File: src/rtl/acct_pkg.sv
// Shared widths, entry layout and query FSM encoding for the account-RAM
// balance-query arbiter.
package acct_pkg;

    localparam int ID_W   = 48;
    localparam int BAL_W  = 24;
    localparam int ADDR_W = 14;
    localparam int MEM_W  = ID_W + BAL_W;

    localparam logic [ADDR_W-1:0] UNDEFINED_PTR = {ADDR_W{1'b1}};

    typedef struct packed {
        logic [ID_W-1:0]  id;
        logic [BAL_W-1:0] balance;
    } acct_entry_t;

    typedef enum logic [1:0] {
        ST_IDLE = 2'd0,
        ST_SCAN = 2'd1,
        ST_DONE = 2'd2
    } query_state_e;

    function automatic logic [MEM_W-1:0] pack_entry(input logic [ID_W-1:0] id,
                                                    input logic [BAL_W-1:0] balance);
        acct_entry_t e;
        e.id      = id;
        e.balance = balance;
        return e;
    endfunction

endpackage

File: src/rtl/acct_query_arbiter.sv
// Shares the account RAM read port between the validator (always wins) and a
// host balance-query engine that scans free read slots and snoops writes.
module acct_query_arbiter
    import acct_pkg::*;
#(
    parameter int ID_W   = acct_pkg::ID_W,
    parameter int BAL_W  = acct_pkg::BAL_W,
    parameter int ADDR_W = acct_pkg::ADDR_W,
    localparam int MEM_W = ID_W + BAL_W
) (
    input  logic              clk,
    input  logic              rst,
    input  logic              val_rd_req_i,
    input  logic [ADDR_W-1:0] val_rd_addr_i,
    output logic [MEM_W-1:0]  val_rd_data_o,
    output logic [ADDR_W-1:0] mem_rd_addr_o,
    input  logic [MEM_W-1:0]  mem_rd_data_i,
    input  logic              mem_wr_en_i,
    input  logic [ADDR_W-1:0] mem_wr_addr_i,
    input  logic [MEM_W-1:0]  mem_wr_data_i,
    input  logic [ADDR_W-1:0] count_i,
    input  logic              q_valid_i,
    output logic              q_ready_o,
    input  logic [ID_W-1:0]   q_id_i,
    output logic              r_valid_o,
    input  logic              r_ready_i,
    output logic              r_found_o,
    output logic [BAL_W-1:0]  r_balance_o,
    output logic [ADDR_W-1:0] r_index_o
);

    query_state_e      r_state;
    logic [ID_W-1:0]   r_qid;
    logic [ADDR_W:0]   r_scan_addr;
    logic              r_tag_v;
    logic [ADDR_W-1:0] r_tag_addr;

    logic              w_scan_room;
    logic              w_issue;
    logic              w_rd_match;
    logic              w_wr_match;

    // Extra MSB on the scan pointer lets a full-depth count terminate cleanly.
    assign w_scan_room   = r_scan_addr < {1'b0, count_i};
    assign w_issue       = (r_state == ST_SCAN) && !val_rd_req_i && w_scan_room;
    assign w_rd_match    = r_tag_v && (mem_rd_data_i[MEM_W-1:BAL_W] == r_qid);
    assign w_wr_match    = mem_wr_en_i && (mem_wr_data_i[MEM_W-1:BAL_W] == r_qid);

    assign val_rd_data_o = mem_rd_data_i;
    assign q_ready_o     = (r_state == ST_IDLE);
    assign r_valid_o     = (r_state == ST_DONE);

    // Read-port mux: validator owns the port whenever it asks.
    always_comb begin
        if (val_rd_req_i) begin
            mem_rd_addr_o = val_rd_addr_i;
        end else begin
            mem_rd_addr_o = r_scan_addr[ADDR_W-1:0];
        end
    end

    // Query FSM: accept, scan free slots, snoop writes, hold result until taken.
    always_ff @(posedge clk) begin
        if (rst) begin
            r_state     <= ST_IDLE;
            r_qid       <= {ID_W{1'b0}};
            r_scan_addr <= {(ADDR_W+1){1'b0}};
            r_tag_v     <= 1'b0;
            r_tag_addr  <= {ADDR_W{1'b0}};
            r_found_o   <= 1'b0;
            r_balance_o <= {BAL_W{1'b0}};
            r_index_o   <= {ADDR_W{1'b1}};
        end else begin
            case (r_state)
                ST_IDLE: begin
                    r_tag_v <= 1'b0;
                    if (q_valid_i) begin
                        r_qid       <= q_id_i;
                        r_scan_addr <= {(ADDR_W+1){1'b0}};
                        r_found_o   <= 1'b0;
                        r_balance_o <= {BAL_W{1'b0}};
                        r_index_o   <= {ADDR_W{1'b1}};
                        r_state     <= (count_i == {ADDR_W{1'b0}}) ? ST_DONE : ST_SCAN;
                    end
                end
                ST_SCAN: begin
                    r_tag_v    <= w_issue;
                    r_tag_addr <= r_scan_addr[ADDR_W-1:0];
                    if (w_issue) begin
                        r_scan_addr <= r_scan_addr + {{ADDR_W{1'b0}}, 1'b1};
                    end
                    // A write carrying the id is newer than any read in flight.
                    if (w_wr_match) begin
                        r_found_o   <= 1'b1;
                        r_balance_o <= mem_wr_data_i[BAL_W-1:0];
                        r_index_o   <= mem_wr_addr_i;
                        r_tag_v     <= 1'b0;
                        r_state     <= ST_DONE;
                    end else if (w_rd_match) begin
                        r_found_o   <= 1'b1;
                        r_balance_o <= mem_rd_data_i[BAL_W-1:0];
                        r_index_o   <= r_tag_addr;
                        r_tag_v     <= 1'b0;
                        r_state     <= ST_DONE;
                    end else if (!r_tag_v && !w_scan_room) begin
                        r_state <= ST_DONE;
                    end
                end
                ST_DONE: begin
                    r_tag_v <= 1'b0;
                    if (r_ready_i) begin
                        r_state <= ST_IDLE;
                    end else if (mem_wr_en_i) begin
                        if (r_found_o && (mem_wr_addr_i == r_index_o)) begin
                            r_balance_o <= mem_wr_data_i[BAL_W-1:0];
                        end else if (!r_found_o && w_wr_match) begin
                            r_found_o   <= 1'b1;
                            r_balance_o <= mem_wr_data_i[BAL_W-1:0];
                            r_index_o   <= mem_wr_addr_i;
                        end
                    end
                end
                default: begin
                    r_state <= ST_IDLE;
                    r_tag_v <= 1'b0;
                end
            endcase
        end
    end

endmodule
File: config.mk
export PLATFORM = sky130hd
export DESIGN_NAME = acct_query_arbiter
export DESIGN_NICKNAME = d
export VERILOG_FILES = /design/src/rtl/acct_pkg.sv /design/src/rtl/acct_query_arbiter.sv
export SDC_FILE = /design/constraint.sdc
export NUM_CORES = 1
export LEC_CHECK = 0
export ABC_AREA = 0
export BUFFER_PORTS_ARGS = -buffer_cell sky130_fd_sc_hd__buf_2
export CAP_MARGIN = 10
export CORE_AREA = 2 2 143 145
export DETAILED_ROUTE_END_ITERATION = 10
export DIE_AREA = 0 0 145 147
export PLACE_DENSITY_LB_ADDON = 0.3
export SYNTH_ARGS = -nofsm -noshare
export SYNTH_HDL_FRONTEND = slang
export SYNTH_SLANG_ARGS = --single-unit
File: constraint.sdc
create_clock -name clk -period 2.9 [get_ports clk]
set_clock_uncertainty 0.05 [all_clocks]
set_input_delay 0.435 -clock clk [delete_from_list [all_inputs] [get_ports clk]]
set_output_delay 0.435 -clock clk [all_outputs]
set_load 0.05 [all_outputs]
# Word-level counts from Yosys, hierarchy flattened
# Cells that the tools add are included.
dict set report totals {
  ff_bits 119
  latch_bits 0
  mem_bits_rw 0
  romBits 0
  input_bits 240
  n_memories 0
}
dict set report classes {
  add_sub_neg 1
  n_mul 0
  n_div 0
  order_cmp 1
  eq_ne 15
  shifts 0
  n_mux 35
  bitwise 1
  n_reduce_logical 21
}
# op count
set op_table {}
lappend op_table {{24-bit 2-to-1 mux} 7}
lappend op_table {{14-bit 2-to-1 mux} 8}
lappend op_table {{48-bit equality test} 2}
lappend op_table {{24-bit one-hot mux with 3 select lines} 1}
lappend op_table {{14-bit one-hot mux with 3 select lines} 1}
lappend op_table {{15-bit 2-to-1 mux} 2}
lappend op_table {{15-bit one-hot mux with 2 select lines} 1}
lappend op_table {{15-bit by 1-bit adder with 15-bit output, second input constant} 1}
lappend op_table {{15-bit by 14-bit less-than comparator with 1-bit output} 1}
lappend op_table {{14-bit equality test} 1}
lappend op_table {{14-bit zero test} 1}
lappend op_table {{2-bit 2-to-1 mux} 6}
lappend op_table {{2-bit != test, second input constant} 5}
lappend op_table {{1-bit logical AND} 7}
lappend op_table {{1-bit 2-to-1 mux} 7}
lappend op_table {{7-bit AND reduction} 1}
lappend op_table {{2-bit one-hot mux with 3 select lines} 1}
lappend op_table {{3-bit AND reduction} 2}
lappend op_table {{6-bit AND reduction} 1}
lappend op_table {{1-bit zero test} 4}
lappend op_table {{2-bit by 1-bit != test with 1-bit output, second input constant} 2}
lappend op_table {{4-bit by 3-bit != test with 1-bit output, second input constant} 1}
lappend op_table {{4-bit OR reduction} 1}
lappend op_table {{3-bit by 1-bit != test with 1-bit output, second input constant} 1}
lappend op_table {{other kinds (9)} 9}

# Longest topological paths before layout
# Gate-level depths: netlist (run 1).
dict set report depth {
  ltp_word 8
  ltp_mapped 10
  depth_no_buf 9
}

# Least setup slack after synthesis (run 1)
# No wires, ideal clock.
dict set report synth_timing {
  kind {reg-to-reg}
  startpoint {register r_state[0]}
  endpoint {register r_balance_o[1]}
  arrival_time_ns 2.331
  path_slack_ns 0.373
  stages_incl_launch_ff 10
  path_cell_list {dfxtp_1 > inv_1 > ha_1 > inv_1 > nor2_1 > a211oi_1 > and3_1 > buf_2 > clkbuf_4 > a211oi_2}
}
dict set report synth_via {
  elab_chain_cells 3
  word_cells_on_any_way 11
  classes_between {7 x eq/ne; 1 x mux; 3 x reduce/logical}
}
# item line_no
set synth_rtl {}
lappend synth_rtl {{start, declared} acct_query_arbiter.sv:32} ;# query_state_e r_state;
lappend synth_rtl {{start signal, assigned} acct_query_arbiter.sv:83} ;# r_state <= (count_i == {ADDR_W{1'b0}}) ? ST_DONE : ST_SCAN;
lappend synth_rtl {{2-bit zero test (*)} -}
lappend synth_rtl {{via q_ready_o} acct_query_arbiter.sv:23} ;# output logic q_ready_o,
lappend synth_rtl {{2-bit != test (no source line) / 3-bit nonzero test (equally long branches)} -}
lappend synth_rtl {{6-bit AND reduction (no source line)} -}
lappend synth_rtl {{end signal, assigned} acct_query_arbiter.sv:71} ;# r_balance_o <= {BAL_W{1'b0}};
lappend synth_rtl {{end signal, assigned} acct_query_arbiter.sv:81} ;# r_balance_o <= {BAL_W{1'b0}};
lappend synth_rtl {{end signal, assigned} acct_query_arbiter.sv:95} ;# r_balance_o <= mem_wr_data_i[BAL_W-1:0];
lappend synth_rtl {{end, declared} acct_query_arbiter.sv:28} ;# output logic [BAL_W-1:0] r_balance_o,
# The timed path passes the listed nets; every way through them passes the cells marked *.
# A chain may end at the register's enable or synchronous reset.

# Worst setup path in the final report (run 1)
dict set report layout_timing {
  startpoint {register r_qid[20]}
  endpoint {register r_balance_o[23]}
}
dict set report layout_via {
  elab_chain_cells 5
  word_cells_on_any_way 10
  classes_between {4 x eq/ne; 2 x mux; 4 x reduce/logical}
}
# item line_no
set layout_rtl {}
lappend layout_rtl {{start, declared} acct_query_arbiter.sv:33} ;# logic [ID_W-1:0] r_qid;
lappend layout_rtl {{start signal, assigned} acct_query_arbiter.sv:66} ;# r_qid <= {ID_W{1'b0}};
lappend layout_rtl {{start signal, assigned} acct_query_arbiter.sv:78} ;# r_qid <= q_id_i;
lappend layout_rtl {{48-bit equality test} acct_query_arbiter.sv:47} ;# assign w_wr_match = mem_wr_en_i && (mem_wr_data_i[MEM_W-1:BAL_W] == r_qid);
lappend layout_rtl {{1-bit logical AND} acct_query_arbiter.sv:47}
lappend layout_rtl {{1-bit logical AND} acct_query_arbiter.sv:116} ;# end else if (!r_found_o && w_wr_match) begin
lappend layout_rtl {{3-bit by 1-bit != test with 1-bit output (no source line)} -}
lappend layout_rtl {{6-bit AND reduction (no source line)} -}
lappend layout_rtl {{end signal, assigned} acct_query_arbiter.sv:71}
lappend layout_rtl {{end signal, assigned} acct_query_arbiter.sv:115} ;# r_balance_o <= mem_wr_data_i[BAL_W-1:0];
lappend layout_rtl {{end signal, assigned} acct_query_arbiter.sv:118} ;# r_balance_o <= mem_wr_data_i[BAL_W-1:0];
# Several ways; a longest one is shown, not always the timed one.

==> metrics.txt, run 1 <==
nets 1516; area leader, netlist dfxtp_1; grt ovf 0; H-tree levels 4; Root Driver clkbuf_16; IO buf count 366; Hold Buf Count CTS 0; Final Power 8.63 mW; r2r setup slk 170 ps; most common cell in the netlist nand2_1; largest cells by area after synthesis dfxtp_1 30%, nand2_1 8.1%, buf_4 7.0%; maximum clock insertion buffer count 2; post-synthesis cell count 959; max_cap viols 0; Crit Path Class flop to flop; Peak supply drop 0.586 mV; Tmin final 2730 ps; Die ar. 0.0213 mm^2; initial antenna violation count 5; R2R depth 9; Hold Crit Class primary input to flop; hold path start q_id_i[3]; Hold Crit Depth 3; CP Max Fanout 24; Async SR Flop Fraction 0%; fmax 367 MHz; sequential share of the synthesized area 30.5%; drt first pass iters 5; area delta synth->final 29.9%; Crit-path slowest cell or4_1; crit path launch r_qid[20]; Seq cells post-synth 119; Remaining DRCs 0; synth unique cells 60; final worst slack 174 ps; outcome finished, final reports clean; Most used DFF post-synth dfxtp_1; core area 0.0198 mm^2; hold slack 206 ps; reg-to-reg critical path startpoint r_qid[20]; most frequent cells after synthesis 169 x nand2_1, 119 x dfxtp_1, 75 x a21oi_1, 73 x buf_4, 57 x xor2_1; CP Data Required Time 3110 ps; fin. max-slew vios 0; Worst Hold Path EP r_qid[3]; Layout Utilization 51.1%; Syn. warnings 0; Power Density 850 mW/mm^2; worst slew pin tran 746 ps; syn nets 1217; via count 8044; Post-DRT Antenna Nets 0; io pins 367; clock slew at reported path FFs 60 ps; vias per inst 5.21; Critical Path Start Type flop; RSZ-0062 raised after global routing false; GPL Wtd Cong 0.969; Post-Place Worst Slack -84.8 ps; Data arrival, critical path 2940 ps; post-place instance area 0.00958 mm^2; Max-slew headroom 50.0%; num rows 52; Final Setup Violations 0; Mapped Area 0.00781 mm^2; Clock Sinks 119; overall routing resource usage 25.5%; Die H 147 um; Initial Utilization 39.4%; leakage power 4.61 nW; Horiz. Die Dim 145 um; EDFF count, synth 0; DRT iter0 DRCs 414; worst path cell trace xor2_1, nor4_1, buf_4, nand4_1, or4_1, o211ai_2, and3_1, buf_12, a211oi_1; Avg WL per Cell 18.0 um; Num CTS Buffers 17; final wirelength 27800 um; Finished Cell Area 0.0101 mm^2; final period utilization 94.0%; Worst setup EP type flop; final hold vios 0; share of post-route cells with drive strength above 1 37.6%; proportion of netlist area held by the largest area contributor 30.5%; r2r endpoint r_balance_o[23]; Worst path max stage delay 580 ps; DPL Wire Length 22000 um; Syn Area/Cell 8.15 um^2; first-pass GRT wire length 42400 um; largest net degree at the start of global routing 49; clock latency on the worst-skew pair 410 ps; vias in the first global route 7501; CTS tree done
## worst max-delay path by stage
stage / cells past startpoint / endpoint / slack (ps)
floorplan: 9 / r_balance_o[1] / 370
global placement: 11 / r_scan_addr[13] / -120
detailed placement: 11 / r_scan_addr[13] / -80
CTS: 7 / r_balance_o[21] / 130
global route: 8 / r_balance_o[23] / 20
finish: 9 / r_balance_o[23] / 170
## final cells by class
class                      count  area [um^2]
antenna                        5         12.5
timing repair buffer         404         2170
clock inverter                 5         75.1
tap                          270          338
fill                        1968         9700
multi-input combinational    691         4610
clock buffer                  24          462
sequential                   119         2380
inverter                      25         93.8
## layer usage
metal / up-vias / track usage, % / wire length (um)
met5: - / 0 / 0
met4: 0 / 8.81 / 519
met3: 30 / 5.47 / 2150
met2: 372 / 40.1 / 12700
met1: 3729 / 34.8 / 12400
li1: 3913 / - / -
## worst max-delay path, delay by kind of cell, from the launching register on
| family | cells | cell delay [ps] |
|---|---|---|
| buf+inv | 2 | 400 |
| flops | 1 | 350 |
| xor+xnor | 1 | 170 |
| simple gates | 4 | 1300 |
| compound gates | 2 | 300 |
## cells in the final DEF, fill, tap and decap left out, drive strengths merged, types with 4 or more instances in the layout
| master | Yosys | layout |
|---|---|---|
| a211oi | 26 | 26 |
| a21oi | 75 | 75 |
| a22oi | 24 | 24 |
| a311oi | 14 | 14 |
| a31oi | 25 | 25 |
| and3 | 4 | 4 |
| buf | 89 | 404 |
| clkbuf | 35 | 24 |
| dfxtp | 119 | 119 |
| diode | 0 | 5 |
| ha | 18 | 18 |
| inv | 25 | 25 |
| mux2 | 14 | 14 |
| mux2i | 37 | 37 |
| nand2 | 169 | 169 |
| nand2b | 6 | 6 |
| nand3 | 13 | 13 |
| nand4 | 22 | 22 |
| nor2 | 37 | 37 |
| nor2b | 12 | 12 |
| nor3 | 8 | 8 |
| nor4 | 24 | 24 |
| o21ai | 9 | 9 |
| or3 | 11 | 11 |
| xnor2 | 48 | 48 |
| xor2 | 57 | 57 |
## metrics by stage
stage	std cells	setup TNS, ps
detailed placement	1509	-398
CTS	1538	0
finish	1543	0
global placement	1509	-386
floorplan	959	0
global route	1543	0
## where the power goes
part	switching [mW]	leakage (nW)	internal [mW]
registers	0.352	0.973	1.99
logic	2.82	3.37	1.47
clock network	0.729	0.264	1.27
total	3.90	4.61	4.73
## cells by family after synthesis
group | count (synthesis) | share of synthesized area, %
compound gates | 194 | 17.6
mux | 51 | 6.76
simple gates | 323 | 19.5
buf+inv | 149 | 11.0
flops | 119 | 30.5
xor+xnor | 105 | 11.8
fa+ha+maj | 18 | 2.88
## timing repair
| item | CTS | global route |
|---|---|---|
| setup buffers | 0 | 0 |
| setup endpoints to repair | 0 | 27 |
| gates resized for setup | 0 | 4 |
| endpoints found under the hold margin | 0 | 0 |
## registers in the layout, summed over array words and instances (netlist names)
signal / cells
r_scan_addr: 15
r_state: 2
r_tag_v: 1
r_found_o: 1
r_balance_o: 24
r_index_o: 14
r_qid: 48
r_tag_addr: 14
(Power assumes the default switching activity.)
==> inputs of run 2 (changes only) <==
- PLACE_DENSITY: unset -> 0.75
- PLACE_DENSITY_LB_ADDON: 0.3 -> unset
==> metrics.txt, run 2 (synthesis gave the netlist of run 1 again) <==
Max-slew headroom 56.5% (was 50.0%); biggest regs r_qid x48, r_balance_o x24, r_scan_addr x15 (unchanged); Hold Crit Class primary input to flop (unchanged); Psw 3.99 mW (was 3.90 mW); metal1 wirelength 12200 um (was 12400 um); num rows 52 (unchanged); reg-to-reg critical path startpoint r_qid[20] (unchanged); IO buf count 366 (unchanged); Peak supply drop 0.421 mV (was 0.586 mV); via count 8288 (was 8044); CP Max Fanout 20 (was 24); Root Driver clkbuf_16 (unchanged); Die H 147 um (unchanged); Power Density 858 mW/mm^2 (was 850 mW/mm^2); crit path capture r_balance_o[8] (was r_balance_o[23]); Hold Buf Count CTS 0 (unchanged); r2r endpoint r_balance_o[8] (was r_balance_o[23]); R2R depth 9 (unchanged); Finished Cell Area 0.0102 mm^2 (was 0.0101 mm^2); initial antenna violation count 1 (was 5); Largest register FFs 48 (unchanged); clock latency on the worst-skew pair 410 ps (about the same); Internal 4.78 mW (was 4.73 mW); fin cells 1547 (was 1543); metal2 WL 12700 um (about the same); final period utilization 95.3% (was 94.0%); nets 1521 (was 1516); switching part of the total 45.5% (was 45.2%); Reg power frac 26.6% (was 27.2%); fmax 362 MHz (was 367 MHz); Remaining DRCs 0 (unchanged); Logic pwr share 49.3% (was 49.7%); Critical Path Start Type flop (unchanged); GPL Wtd Cong 1.02 (was 0.969); Tmin final 2760 ps (was 2730 ps); final worst slack 136 ps (was 174 ps); DPL Wire Length 22200 um (was 22000 um); DP Cell Count 1514 (was 1509); Crit-path slowest cell or4_1 (unchanged); Clock Sinks 119 (unchanged); overall routing resource usage 25.3% (was 25.5%); hold path start q_id_i[45] (was q_id_i[3]); clock slew at reported path FFs 60 ps (about the same); grt ovf 0 (unchanged); area delta synth->final 30.8% (was 29.9%); Data arrival, critical path 3030 ps (was 2940 ps); leakage power 4.66 nW (was 4.61 nW); core area 0.0198 mm^2 (unchanged); met3 WL 2530 um (was 2150 um); outcome finished, final reports clean (unchanged); RSZ-0062 raised after global routing false (unchanged); vias in the first global route 7577 (was 7501); Most common cell on crit path buf_4; commonest non-fill, non-tap cell in the layout buf_2 (unchanged); Die ar. 0.0213 mm^2 (unchanged); CP Data Required Time 3170 ps (was 3110 ps); share of post-route cells with drive strength above 1 38.5% (was 37.6%); DRT iter0 DRCs 511 (was 414); Crit Path Class flop to flop (unchanged); drt first pass iters 5 (unchanged); max_cap viols 0 (unchanged); crit path launch r_qid[20] (unchanged); Biggest register r_qid (unchanged); CTS tree done (unchanged); Initial Utilization 39.4% (unchanged); top sig layer met4 (unchanged); Worst setup EP type flop (unchanged); Horiz. Die Dim 145 um (unchanged); first-pass GRT wire length 42200 um (was 42400 um); commonest non-fill, non-tap cells in the layout 365 x buf_2, 169 x nand2_1, 119 x dfxtp_1, 74 x a21oi_1, 57 x xor2_1 (unchanged); post-place instance area 0.00961 mm^2 (was 0.00958 mm^2); maximum clock insertion buffer count 2 (unchanged); Layout Utilization 51.5% (was 51.1%); H-tree levels 4 (unchanged); Worst path max stage delay 600 ps (was 580 ps); Post-Place Worst Slack -26.2 ps (was -84.8 ps); Num CTS Buffers 17 (unchanged); worst path cell trace xor2_1, nor4_1, buf_4, nand4_1, or4_1, o211ai_2, buf_4, a31oi_1, a211oi_2 (was xor2_1, nor4_1, buf_4, nand4_1, or4_1, o211ai_2, and3_1, buf_12, a211oi_1); Post-DRT Antenna Nets 0 (unchanged); Final Power 8.77 mW (was 8.63 mW); Final Setup Violations 0 (unchanged); fin. max-slew vios 0 (unchanged); Clk pwr share 24.1% (was 23.1%); Avg WL per Cell 18.1 um (was 18.0 um); io pins 367 (unchanged); r2r setup slk 140 ps (was 170 ps); final wirelength 28000 um (was 27800 um); largest net degree at the start of global routing 49 (unchanged); final hold vios 0 (unchanged); vias per inst 5.36 (was 5.21); worst slew pin tran 650 ps (was 746 ps)
run 2: cell types whose count changed in the layout (fill, tap and decap cells not counted), sizes merged:
cell      change
inv           +3
clkinvlp      +1
diode         -4
clkinv        +5
clkbuf        -6
buf           +5
run 2: metal layers:
metal	track usage, %	vias to the layer above
met5	0	-
met4	7.82	0
met3	5.84	36
met2	39.7	425
met1	34.6	3899
li1	-	3928
run 2: final cells by class:
type                    instances  area, um^2
flip-flops and latches        119        2380
fillers                      1899        9630
multi-input cells             691        4610
diodes                          1        2.50
clock buffers                  18         439
well taps                     270         338
inverters                      25        93.8
clock inverters                14         149
repair buffers                409        2210
run 2: stage by stage:
step / hold WS (ps) / TNS (ps)
2_1_floorplan: 371 / 0
3_3_place_gp: 404 / 0
3_5_place_dp: 407 / -39.0
4_1_cts: 186 / 0
5_1_grt: 199 / 0
6_report: 208 / 0
run 2: worst min-delay path by stage:
stage,end,slack [ps],cells past startpoint
finish,r_qid[45],210,3
global route,r_qid[45],200,3
CTS,r_qid[32],190,3
detailed placement,r_scan_addr[14],410,2
global placement,r_scan_addr[14],400,2
floorplan,r_scan_addr[14],370,2
run 2: worst max-delay path, delay by kind of cell, from the launching register on:
kind / cells / cell delay (ps)
and+or+nand+nor: 3 / 1040
buffers and inverters: 2 / 510
AOI/OAI and AO/OA: 3 / 560
xor gates and xnor gates: 1 / 170
DFF: 1 / 350
run 2: repair_timing:
action	in CTS	in global routing
buffers inserted	0	0
endpoints found under the hold margin	0	0
setup endpoints to repair	0	7
gates resized for setup	0	2
run 2: power by group through the flow:
stage / logic, mW / clock network, mW / registers [mW]
global route: 4.61 / 2.23 / 2.37
detailed placement: 4.29 / 0 / 2.36
CTS: 4.30 / 2.16 / 2.33
global placement: 4.23 / 0 / 2.35
finish: 4.32 / 2.11 / 2.33
floorplan: 2.48 / 0 / 2.97
